### src/rtl/controlador_funcionalidade.sv
// controlador_funcionalidade
// Consumes the 3-bit function code from the 7-to-3 encoder. It waits for the
// code to settle and for a debounced confirm press, then latches the code.
// The selected function runs for CF*RUN_UNIT cycles, with a one-hot activity
// vector. Completion, abort and selection errors are reported as
// single-cycle pulses. Every output comes straight from a flop.

module controlador_funcionalidade #(
    parameter int DEBOUNCE_CYCLES = 4,
    parameter int STABLE_CYCLES   = 3,
    parameter int RUN_UNIT        = 8
) (
    input  logic       clk,
    input  logic       rst,
    input  logic [2:0] CF,
    input  logic       CONFIRMA,
    input  logic       CANCELA,
    output logic [6:0] FUNC_ATIVA,
    output logic [2:0] CF_LATCH,
    output logic       BUSY,
    output logic       DONE,
    output logic       ABORTADO,
    output logic       ERRO
);

    localparam int RUN_W = $clog2(7 * RUN_UNIT);
    localparam int DEB_W = $clog2(DEBOUNCE_CYCLES + 1);
    localparam int STB_W = $clog2(STABLE_CYCLES + 1);

    typedef enum logic [1:0] {
        IDLE = 2'd0,
        RUN  = 2'd1,
        FIM  = 2'd2
    } state_t;

    // Input synchronisers
    logic             confirma_meta_r;
    logic             confirma_sync_r;
    logic             cancela_meta_r;
    logic             cancela_sync_r;

    // Debounce and press detection
    logic [DEB_W-1:0] deb_cnt_r;
    logic             deb_level_r;
    logic             deb_level_d_r;
    logic             press_s;

    // CF stability qualification
    logic [2:0]       cf_prev_r;
    logic [STB_W-1:0] stab_cnt_r;
    logic             stable_s;

    // FSM state, run counter and registered outputs
    state_t           state_r;
    state_t           state_nx_s;
    logic [RUN_W-1:0] run_cnt_r;
    logic [RUN_W-1:0] run_cnt_nx_s;
    logic [RUN_W-1:0] run_len_s;
    logic [2:0]       cf_latch_r;
    logic [2:0]       cf_latch_nx_s;
    logic [6:0]       func_ativa_r;
    logic [6:0]       func_ativa_nx_s;
    logic             busy_r;
    logic             busy_nx_s;
    logic             done_r;
    logic             done_nx_s;
    logic             abortado_r;
    logic             abortado_nx_s;
    logic             erro_r;
    logic             erro_nx_s;

    // Maps a code 1..7 onto its activity bit; code 0 selects nothing
    function automatic logic [6:0] code_to_onehot(input logic [2:0] code);
        logic [6:0] vec;
        case (code)
            3'd1:    vec = 7'b0000001;
            3'd2:    vec = 7'b0000010;
            3'd3:    vec = 7'b0000100;
            3'd4:    vec = 7'b0001000;
            3'd5:    vec = 7'b0010000;
            3'd6:    vec = 7'b0100000;
            3'd7:    vec = 7'b1000000;
            default: vec = 7'b0000000;
        endcase
        return vec;
    endfunction

    // Two-flop synchronisers for the raw confirm and cancel inputs
    always_ff @(posedge clk) begin
        if (rst) begin
            confirma_meta_r <= 1'b0;
            confirma_sync_r <= 1'b0;
            cancela_meta_r  <= 1'b0;
            cancela_sync_r  <= 1'b0;
        end else begin
            confirma_meta_r <= CONFIRMA;
            confirma_sync_r <= confirma_meta_r;
            cancela_meta_r  <= CANCELA;
            cancela_sync_r  <= cancela_meta_r;
        end
    end

    // Debounce: the level flips only after DEBOUNCE_CYCLES consecutive disagreeing samples
    always_ff @(posedge clk) begin
        if (rst) begin
            deb_cnt_r     <= {DEB_W{1'b0}};
            deb_level_r   <= 1'b0;
            deb_level_d_r <= 1'b0;
        end else begin
            deb_level_d_r <= deb_level_r;
            if (confirma_sync_r != deb_level_r) begin
                if (deb_cnt_r == DEB_W'(DEBOUNCE_CYCLES - 1)) begin
                    deb_level_r <= ~deb_level_r;
                    deb_cnt_r   <= {DEB_W{1'b0}};
                end else begin
                    deb_cnt_r   <= deb_cnt_r + DEB_W'(1);
                end
            end else begin
                deb_cnt_r <= {DEB_W{1'b0}};
            end
        end
    end

    assign press_s = deb_level_r & ~deb_level_d_r;

    // CF stability counter: clears on any change, saturates once the code has settled
    always_ff @(posedge clk) begin
        if (rst) begin
            cf_prev_r  <= 3'd0;
            stab_cnt_r <= {STB_W{1'b0}};
        end else begin
            cf_prev_r <= CF;
            if (CF != cf_prev_r) begin
                stab_cnt_r <= {STB_W{1'b0}};
            end else if (stab_cnt_r != STB_W'(STABLE_CYCLES)) begin
                stab_cnt_r <= stab_cnt_r + STB_W'(1);
            end else begin
                stab_cnt_r <= stab_cnt_r;
            end
        end
    end

    assign stable_s  = (stab_cnt_r == STB_W'(STABLE_CYCLES));
    // Run length is formed at counter width; 7*RUN_UNIT always fits in RUN_W bits
    assign run_len_s = RUN_W'(CF) * RUN_W'(RUN_UNIT);

    // Next-state, counter, latch and output decode; cancel outranks both press and expiry
    always_comb begin
        state_nx_s      = state_r;
        run_cnt_nx_s    = run_cnt_r;
        cf_latch_nx_s   = cf_latch_r;
        done_nx_s       = 1'b0;
        abortado_nx_s   = 1'b0;
        erro_nx_s       = 1'b0;
        func_ativa_nx_s = 7'b0000000;
        busy_nx_s       = 1'b0;
        case (state_r)
            IDLE: begin
                if (press_s && cancela_sync_r) begin
                    state_nx_s = IDLE;
                end else if (press_s && stable_s && (CF != 3'd0)) begin
                    state_nx_s    = RUN;
                    cf_latch_nx_s = CF;
                    run_cnt_nx_s  = run_len_s - RUN_W'(1);
                end else if (press_s) begin
                    erro_nx_s = 1'b1;
                end else begin
                    state_nx_s = IDLE;
                end
            end
            RUN: begin
                if (cancela_sync_r) begin
                    state_nx_s    = IDLE;
                    abortado_nx_s = 1'b1;
                end else if (run_cnt_r == {RUN_W{1'b0}}) begin
                    state_nx_s = FIM;
                    done_nx_s  = 1'b1;
                end else begin
                    run_cnt_nx_s = run_cnt_r - RUN_W'(1);
                end
            end
            FIM: begin
                state_nx_s = IDLE;
            end
            default: begin
                state_nx_s = IDLE;
            end
        endcase
        if (state_nx_s == RUN) begin
            busy_nx_s       = 1'b1;
            func_ativa_nx_s = code_to_onehot(cf_latch_nx_s);
        end else begin
            busy_nx_s       = 1'b0;
            func_ativa_nx_s = 7'b0000000;
        end
    end

    // State, counter and output registers
    always_ff @(posedge clk) begin
        if (rst) begin
            state_r      <= IDLE;
            run_cnt_r    <= {RUN_W{1'b0}};
            cf_latch_r   <= 3'd0;
            func_ativa_r <= 7'b0000000;
            busy_r       <= 1'b0;
            done_r       <= 1'b0;
            abortado_r   <= 1'b0;
            erro_r       <= 1'b0;
        end else begin
            state_r      <= state_nx_s;
            run_cnt_r    <= run_cnt_nx_s;
            cf_latch_r   <= cf_latch_nx_s;
            func_ativa_r <= func_ativa_nx_s;
            busy_r       <= busy_nx_s;
            done_r       <= done_nx_s;
            abortado_r   <= abortado_nx_s;
            erro_r       <= erro_nx_s;
        end
    end

    assign FUNC_ATIVA = func_ativa_r;
    assign CF_LATCH   = cf_latch_r;
    assign BUSY       = busy_r;
    assign DONE       = done_r;
    assign ABORTADO   = abortado_r;
    assign ERRO       = erro_r;

endmodule
### config.mk
export PLATFORM = sky130hd
export DESIGN_NAME = controlador_funcionalidade
export DESIGN_NICKNAME = d
export VERILOG_FILES = /design/src/rtl/controlador_funcionalidade.sv
export SDC_FILE = /design/constraint.sdc
export NUM_CORES = 1
export LEC_CHECK = 0
export ABC_AREA = 1
export CAP_MARGIN = 20
export CORE_MARGIN = 4
export CORE_UTILIZATION = 55
export CTS_CLUSTER_DIAMETER = 80
export DETAILED_ROUTE_END_ITERATION = 8
export PLACE_DENSITY = 0.76
export SKIP_LAST_GASP = 1
export SYNTH_ARGS = -nofsm -noshare
export SYNTH_HDL_FRONTEND = slang
export SYNTH_SLANG_ARGS = --single-unit
export TNS_END_PERCENT = 50
### constraint.sdc
create_clock -name clk -period 3.6 [get_ports clk]
set_clock_uncertainty 0.2 [all_clocks]
set_input_delay 1.08 -clock clk [delete_from_list [all_inputs] [get_ports clk]]
set_output_delay 1.08 -clock clk [all_outputs]
set_load 0.005 [all_outputs]
# After elaboration in Yosys (flattened, before gate mapping)
# Cells that the tools add are included.
# W data, S select, Z words.
# word_totals
register_bits,36
word_cells,80
latchBits,0
input_bits,7
mem_bits_rw,0
mem_bits_ro,0
n_memories,0
output_inout_bits,14
# classes
shift,0
add_sub_neg,4
muxes,19
reduce_logical,15
multipliers,0
div_mod_pow,0
bitwise,7
eq_ne,18
n_lt_le_gt_ge,0
# ops
cell,count
$pmux W7 S7,1
$mux W6,4
$eq A3 B3 Y1 const B,4
$pmux W6 S2,1
$sub A6 B1 Y6 const B,2
$mux W2,5
$ne A2 B2 Y1 const B,5
$eq A3 B2 Y1 const B,3
$mux W3,3
$logic_not A6 Y1,1
$not A1 Y1,6
$reduce_or A2 Y1,3
$reduce_or A3 Y1,2
$reduce_and A5 Y1,1
$eq A2 B1 Y1 const B,2
$mux W1,4
$pmux W2 S2,1
$reduce_or A4 Y1,1
$add A3 B1 Y3 const B,1
$eq A3 B1 Y1 const B,1
$logic_and A1 B1 Y1,3
$ne A3 B3 Y1,1
$reduce_bool A3 Y1,1
$add A2 B1 Y2 const B,1
6 further kinds,6

# Logic depth before layout (Yosys ltp)
# Gate-level depths: netlist of run 1.
# logic_depth
ltp_word,10
mapped_depth,9
ltp_nobuf,9

# Worst setup path after synthesis of run 1
# Ideal clock, no wire load.
# synth_timing
path_kind,input -> register
from,in CF[0]
to,reg func_ativa_r[1] (netlist: FUNC_ATIVA[1])
path_buffers,1
setup_ns,0.112
arrival_time_ns,2.038
path_slack_ns,1.250
stages,9
required_ns,3.288
path_cell_list,inv_1 ha_1 a21boi_4 nand2_4 buf_6 nand2_2 nand2_1 nand2_2 nor2_1
# synth_via
elab_chain_cells,8
word_cells_on_any_way,19
cone_classes,8 x eq/ne; 7 x mux; 1 x bitwise; 3 x reduce/logical
# synth_rtl
element,line,source
start: declaration,15,"input logic [2:0] CF,"
branches (longest 8 deep; another with $pmux W7 S7),n/a,
end signal: assignment,213,func_ativa_r <= func_ativa_nx_s;
end: declaration,61,logic [6:0] func_ativa_r;
# Parallel ways; which one is timed is not known.
# A chain may end at the register's enable or synchronous reset.

# Final worst setup path of run 1
# layout_timing
from,in CF[0]
to,reg run_cnt_r[3]
# layout_via
elab_chain_cells,4
word_cells_on_any_way,8
cone_classes,1 x add/sub; 1 x eq/ne; 3 x mux; 3 x reduce/logical
# layout_rtl
element,line,source
$sub A6 B1 Y6 / $reduce_bool A3 Y1 (equally long branches),"164, 161",
$mux W6 / $logic_and A1 B1 Y1 (equally long branches),161,end else if (press_s && stable_s && (CF != 3'd0)) begin
$mux W6 / $ne A2 B2 Y1 (equally long branches),n/a,
$pmux W6 S2 / $reduce_and A5 Y1 (equally long branches),n/a,
end signal: assignment,202,run_cnt_r <= {RUN_W{1'b0}};
end signal: assignment,211,run_cnt_r <= run_cnt_nx_s;
end: declaration,56,logic [RUN_W-1:0] run_cnt_r;
# Parallel ways exist; a longest one is shown, timed or not. The select of a mux whose other input is x is not followed.

==> results by group, run 1 <==
Critical path
  – Crit path arrival time: 2.75 ns
  – CP startpoint kind: input port
  – Worst endpoint required time: 3.64 ns
  – Critical Path Fanout Max: 13
  – CP Class: input port to register
  – Reg2Reg Depth: 9
  – Element type at the critical path end: register

Clock tree
  – Clock Tree Buf Depth: 2
  – # resized after CTS: 0
  – Cts bufs inserted: 5
  – TritonCTS clock tree: built
  – Worst-skew pair later-pin latency: 0.33 ns
  – Clock slew seen by the registers of the worst setup and hold paths: 0.10 ns
  – Post CTS Setup Buffer Count: 0
  – Clock sinks: 36
  – CTS root buf: clkbuf_4
  – H-Tree Depth: 2
  – Hold-fix buffers, CTS: 0

Power and ir drop
  – Power per Cell Area: 382 nW/µm²
  – Leak: 0.887 nW
  – Max VDD drop: 0.422 mV

Outcome
  – Status: completed

Synthesis
  – Syn Inst Count: 204
  – Yosys warns: 0
  – Synthesized area: 1560 µm²
  – Count leader, synth: nand2_1
  – Ys async rst share: 0
  – Syn avg cell area: 7.64 µm²
  – Yosys reg bits: 36
  – Synth cell count leaders: nand2_1 (44), nor2_1 (38), dfxtp_1 (36), inv_1 (27), nand3_1 (13)
  – Top post-synthesis cells by area: dfxtp_1 (46%), nand2_1 (11%), nor2_1 (9.2%)
  – Syn_nets: 217
  – Register area share after synthesis: 0.463
  – Main flop type after synthesis: dfxtp_1
  – Synth top area share: 0.463
  – EDFF count, synth: 0
  – Leading area contributor after synthesis: dfxtp_1
  – Cell variety after synth: 27

Min path
  – Hold depth: 2
  – HP Class: register to register

Place
  – Placer Congestion: 0.849
  – DP Cell Count: 253
  – I/O Buffers: 20
  – Dpl hpwl: 2.24 mm

Flow run
  – Maxcap violations: 0

Die
  – Num ports: 21
  – Die H: 61.2 µm
  – Initial Utilization: 0.570
  – Die area: 3750 µm²
  – Site Rows: 19
  – Core Box Area: 2730 µm²
  – Die width: 61.2 µm

STA
  – Total negative slack: 0 ns
  – Max Fclk: 369 MHz
  – Tmin final: 2.71 ns
  – Setup Viol. Count Final: 0
  – Final hold vios: 0
  – Final period util: 0.752
  – Pins Over Slew Limit: 0
  – Max_slew headroom: 0.723
  – RSZ-0062 raised after global routing: no
  – Worst-Margin Slew: 0.414 ns

Drt
  – ANT nets after route: 0
  – Total iterations of the first detailed-routing run: 5
  – Via count of the routed design: 1,254
  – Residual DRC count: 0
  – Total Wirelength: 2.90 mm
  – Vias per cell: 4.80
  – Routed length per instance: 11.1 µm
  – Drt initial violations: 60

Global routing
  – Grt ovf: 0
  – Number of global-route vias before repair: 1,124
  – First-pass GRT wire length: 4.80 mm
  – Antenna violations before repair: 0
  – Largest net degree at the start of global routing: 14
  – GRT Total Usage: 0.177

Cells and area
  – Area delta synth->final: 19.4%
  – N_diodes: 0
  – Nets: 242
  – Final Non-Filler Cells: 261
  – Layout cell share with drive strength beyond 1: 0.113
  – # fillers: 238
[path summary, 6_finish.rpt]
kind         slack, ns              end            start
min reg2reg       0.21  confirma_sync_r  confirma_meta_r
min               0.21  confirma_sync_r  confirma_meta_r
max               0.89     run_cnt_r[3]            CF[0]
max reg2reg       1.87     run_cnt_r[0]     run_cnt_r[0]
[sequential cells by signal, summed over array words and instances, names as in the netlist, 2 cells and up]
signal	cells
stab_cnt_r	2
FUNC_ATIVA	7
deb_cnt_r	3
cf_prev_r	3
CF_LATCH	3
run_cnt_r	6
state_r	2
[cell type report]
type | count | area (µm²) | share of cell area
Sequential cell | 36 | 721 | 0.387
Multi-Input combinational cell | 136 | 708 | 0.381
Timing Repair Buffer | 21 | 208 | 0.112
Clock buffer | 6 | 41.3 | 0.0222
Clock inverter | 2 | 35.0 | 0.0188
Tap cell | 31 | 38.8 | 0.0208
Inverter | 29 | 109 | 0.0585
[placed cells by master, fill, tap and decap left out, types with 4 or more instances in the layout]
master / count
nand2_1: 44
clkdlybuf4s50_1: 20
inv_1: 27
a21oi_1: 4
dfxtp_1: 36
ha_1: 6
nor2_1: 38
clkbuf_4: 5
nand3_1: 13
nand2_2: 8
[critical path: stages]
cell	delay, ns
clkdlybuf4s50_1	0.52
inv_1	0.13
ha_1	0.27
a21boi_4	0.23
nand2_4	0.16
nand2_2	0.13
inv_1	0.08
nor2_1	0.10
nor2_1	0.05
[per-layer routing]
metal	vias up	part of all wire	track usage
met2	21	0.50	0.301
met3	7	0.037	0.0587
met4	0	0.019	0.0867
met5	-	0	0
met1	549	0.44	0.197
li1	677	-	-
[stage by stage]
stage / hold WS (ns) / total power, mW / instance area, µm² / util / worst slack [ns]
after floorplan: 0.188 / 0.434 / 1560 / - / 1.25
after global placement: 0.200 / 0.446 / 1780 / 0.653 / 0.656
after detailed placement: 0.205 / 0.447 / 1780 / 0.653 / 0.546
after CTS: 0.219 / 0.720 / 1860 / 0.681 / 0.913
after global routing: 0.229 / 0.742 / 1860 / 0.681 / 0.755
final: 0.213 / 0.710 / 1860 / 0.681 / 0.893
[cells by family after synthesis]
family,synth area share
flops,0.463
xor+xnor,0.0281
buf+inv,0.0827
simple gates,0.320
compound gates,0.0514
mux,0.00643
fa+ha+maj,0.0482
[where the power goes]
| part | total [mW] | switching, mW | leakage [nW] | internal (mW) |
|---|---|---|---|---|
| logic | 0.0327 | 0.0177 | 0.553 | 0.0150 |
| registers | 0.405 | 0.00259 | 0.292 | 0.403 |
| clock network | 0.272 | 0.127 | 0.0422 | 0.146 |
Note: power is estimated with default switching activity, not from simulation.
==> run 2: changes to the inputs <==
--- a/config.mk
+++ b/config.mk
@@ -8,10 +8,10 @@
 export ABC_AREA = 1
 export CAP_MARGIN = 20
 export CORE_MARGIN = 4
-export CORE_UTILIZATION = 55
+export CORE_UTILIZATION = 48
 export CTS_CLUSTER_DIAMETER = 80
 export DETAILED_ROUTE_END_ITERATION = 8
-export PLACE_DENSITY = 0.76
+export PLACE_DENSITY = 0.7
 export SKIP_LAST_GASP = 1
 export SYNTH_ARGS = -nofsm -noshare
 export SYNTH_HDL_FRONTEND = slang
==> constraint.sdc (replaced) <==
create_clock -name clk -period 2.4 [get_ports clk]
set_clock_uncertainty 0.2 [all_clocks]
set_input_delay 0.72 -clock clk [delete_from_list [all_inputs] [get_ports clk]]
set_output_delay 0.72 -clock clk [all_outputs]
set_load 0.005 [all_outputs]
==> results by group, run 2 (synthesized netlist as in run 1, its figures left out) <==
Critical path
  – RR Startpoint: run_cnt_r[0]
  – CP Class: input port to register
  – Critical Path Fanout Max: 4 (-9)
  – Reg2Reg Depth: 8 (-1)
  – CP startpoint kind: input port
  – Crit path arrival time: 2.25 ns (-0.50 ns)
  – Worst endpoint required time: 2.47 ns (-1.17 ns)
  – Worst reg2reg setup slack: 0.61 ns (-1.26 ns)
  – CP Launch Point: CF[1]
  – Worst Setup EP: FUNC_ATIVA[0]
  – Element type at the critical path end: register
  – Reg2reg end: run_cnt_r[1]

Die
  – Site Rows: 20 (+1)
  – Initial Utilization: 0.506 (-0.0637)
  – Die area: 4220 µm² (+13%)
  – Num ports: 21 (unchanged)
  – Die width: 65.0 µm (+6.1%)
  – Die H: 65.0 µm (+6.1%)
  – Core Box Area: 3080 µm² (+13%)

Place
  – I/O Buffers: 20 (unchanged)
  – Dpl hpwl: 2.40 mm (+7.4%)
  – DP Cell Count: 274 (+8.3%)
  – DP Area: 1860 µm² (+4.3%)
  – Placer Congestion: 0.849 (about the same)

Clock tree
  – # resized after CTS: 0 (unchanged)
  – Clock Tree Buf Depth: 2 (unchanged)
  – H-Tree Depth: 2 (unchanged)
  – TritonCTS clock tree: built
  – Clock slew seen by the registers of the worst setup and hold paths: 0.11 ns (about the same)
  – CTS root buf: clkbuf_4
  – Clock sinks: 36 (unchanged)
  – Cts bufs inserted: 5 (unchanged)
  – Hold-fix buffers, CTS: 0 (unchanged)
  – Post CTS Setup Buffer Count: 0 (unchanged)
  – Worst-skew pair later-pin latency: 0.34 ns (about the same)

STA
  – Pins Over Slew Limit: 0 (unchanged)
  – Max_slew headroom: 0.819 (+0.0966)
  – RSZ-0062 raised after global routing: no
  – Max Fclk: 459 MHz
  – Final period util: 0.908
  – Final hold vios: 0 (unchanged)
  – WHS: 0.208 ns (-0.00466 ns)
  – Setup Viol. Count Final: 0 (unchanged)
  – Worst-Margin Slew: 0.271 ns (-0.144 ns)
  – Tmin final: 2.18 ns

Cells and area
  – Nets: 250 (+3.3%)
  – N_diodes: 0 (unchanged)
  – Layout cell share with drive strength beyond 1: 0.147 (+0.0340)
  – Area of all sequential standard cells: 721 µm² (unchanged)
  – Final non-filler cell area: 1920 µm² (+3.0%)
  – Max reg flops: 7 (unchanged)
  – Multi-input gate area: 708 µm² (unchanged)
  – Area delta synth->final: 23.1%
  – Most frequent cells in the layout: nand2_1 (44), nor2_1 (38), dfxtp_1 (36), inv_1 (27), clkdlybuf4s50_1 (20)
  – Final Non-Filler Cells: 282 (+8.0%)
  – # fillers: 306 (+29%)
  – Most common cell after layout, fill and taps aside: nand2_1

Drt
  – Drt initial violations: 38 (-37%)
  – Routed length per instance: 10.7 µm (-4.0%)
  – Vias per cell: 4.69 (-2.4%)
  – ANT nets after route: 0 (unchanged)
  – Total iterations of the first detailed-routing run: 7 (+2)
  – Residual DRC count: 0 (unchanged)
  – Total Wirelength: 3.01 mm (+3.8%)
  – Via count of the routed design: 1,322 (+5.4%)

Power and ir drop
  – Leak: 0.920 nW (+3.7%)
  – Max VDD drop: 0.454 mV (+7.6%)
  – Power per Cell Area: 510 nW/µm² (+34%)

Global routing
  – First-pass GRT wire length: 5.47 mm (+14%)
  – Number of global-route vias before repair: 1,322 (+18%)
  – Grt ovf: 0 (unchanged)
  – Antenna violations before repair: 0 (unchanged)
  – GRT Total Usage: 0.172 (-0.00519)
  – Largest net degree at the start of global routing: 14 (unchanged)

Outcome
  – Status: completed

Flow run
  – Maxcap violations: 0 (unchanged)

Min path
  – Hold depth: 2 (unchanged)
  – HP Class: register to register
## run 2: cell types whose count changed in the layout (fill, tap and decap cells not counted)
cell       change
clkbuf_1       -1
bufinv_16      -1
clkinv_2       +1
buf_4          +8
clkinv_4       +1
## run 2: how the worst min path moves through the flow
stage	startpoint	endpoint	slack [ns]
after floorplan	cancela_meta_r	cancela_sync_r	0.19
after global placement	confirma_meta_r	confirma_sync_r	0.19
after detailed placement	cancela_meta_r	cancela_sync_r	0.19
after CTS	cancela_meta_r	cancela_sync_r	0.21
after global routing	cancela_meta_r	cancela_sync_r	0.24
final	confirma_meta_r	confirma_sync_r	0.21
## run 2: final cells by class
type,instances,share of cell area
multi-input combinational,136,0.369
tap,44,0.0287
inverter,29,0.0568
clock inverter,3,0.00979
clock buffer,5,0.0196
timing repair buffer,29,0.140
sequential,36,0.376
## run 2: metrics by stage
stage	util	setup slack [ns]	power (mW)	TNS, ns
final	0.623	0.220	0.978	0
after global routing	0.623	0.112	1.04	0
after CTS	0.623	0.216	0.992	0
after detailed placement	0.604	-0.136	0.679	-1.15
after global placement	0.604	-0.112	0.677	-0.826
after floorplan	-	0.410	0.650	0
## run 2: worst max-delay path: stages
cell	delay (ns)
clkdlybuf4s50_1	0.48
inv_1	0.06
ha_1	0.22
nand2_1	0.09
nand3_1	0.08
nor2_1	0.21
nand2_1	0.12
nand2_2	0.10
nand2_1	0.07
nor2_1	0.11
## run 2: per-layer routing
| layer | track usage | vias to the layer above | wire length, µm |
|---|---|---|---|
| met5 | 0 | - | 0 |
| met4 | 0.0818 | 0 | 54 |
| met3 | 0.0572 | 6 | 94 |
| met2 | 0.285 | 12 | 1470 |
| met1 | 0.197 | 611 | 1390 |
| li1 | - | 693 | - |
## run 2: power by group
| part | internal (mW) | switching (mW) | total, mW | leakage (nW) |
|---|---|---|---|---|
| Combinational | 0.0289 | 0.0281 | 0.0569 | 0.593 |
| Sequential | 0.604 | 0.00376 | 0.608 | 0.292 |
| Clock | 0.112 | 0.201 | 0.313 | 0.0349 |
| Total | 0.746 | 0.233 | 0.978 | 0.920 |
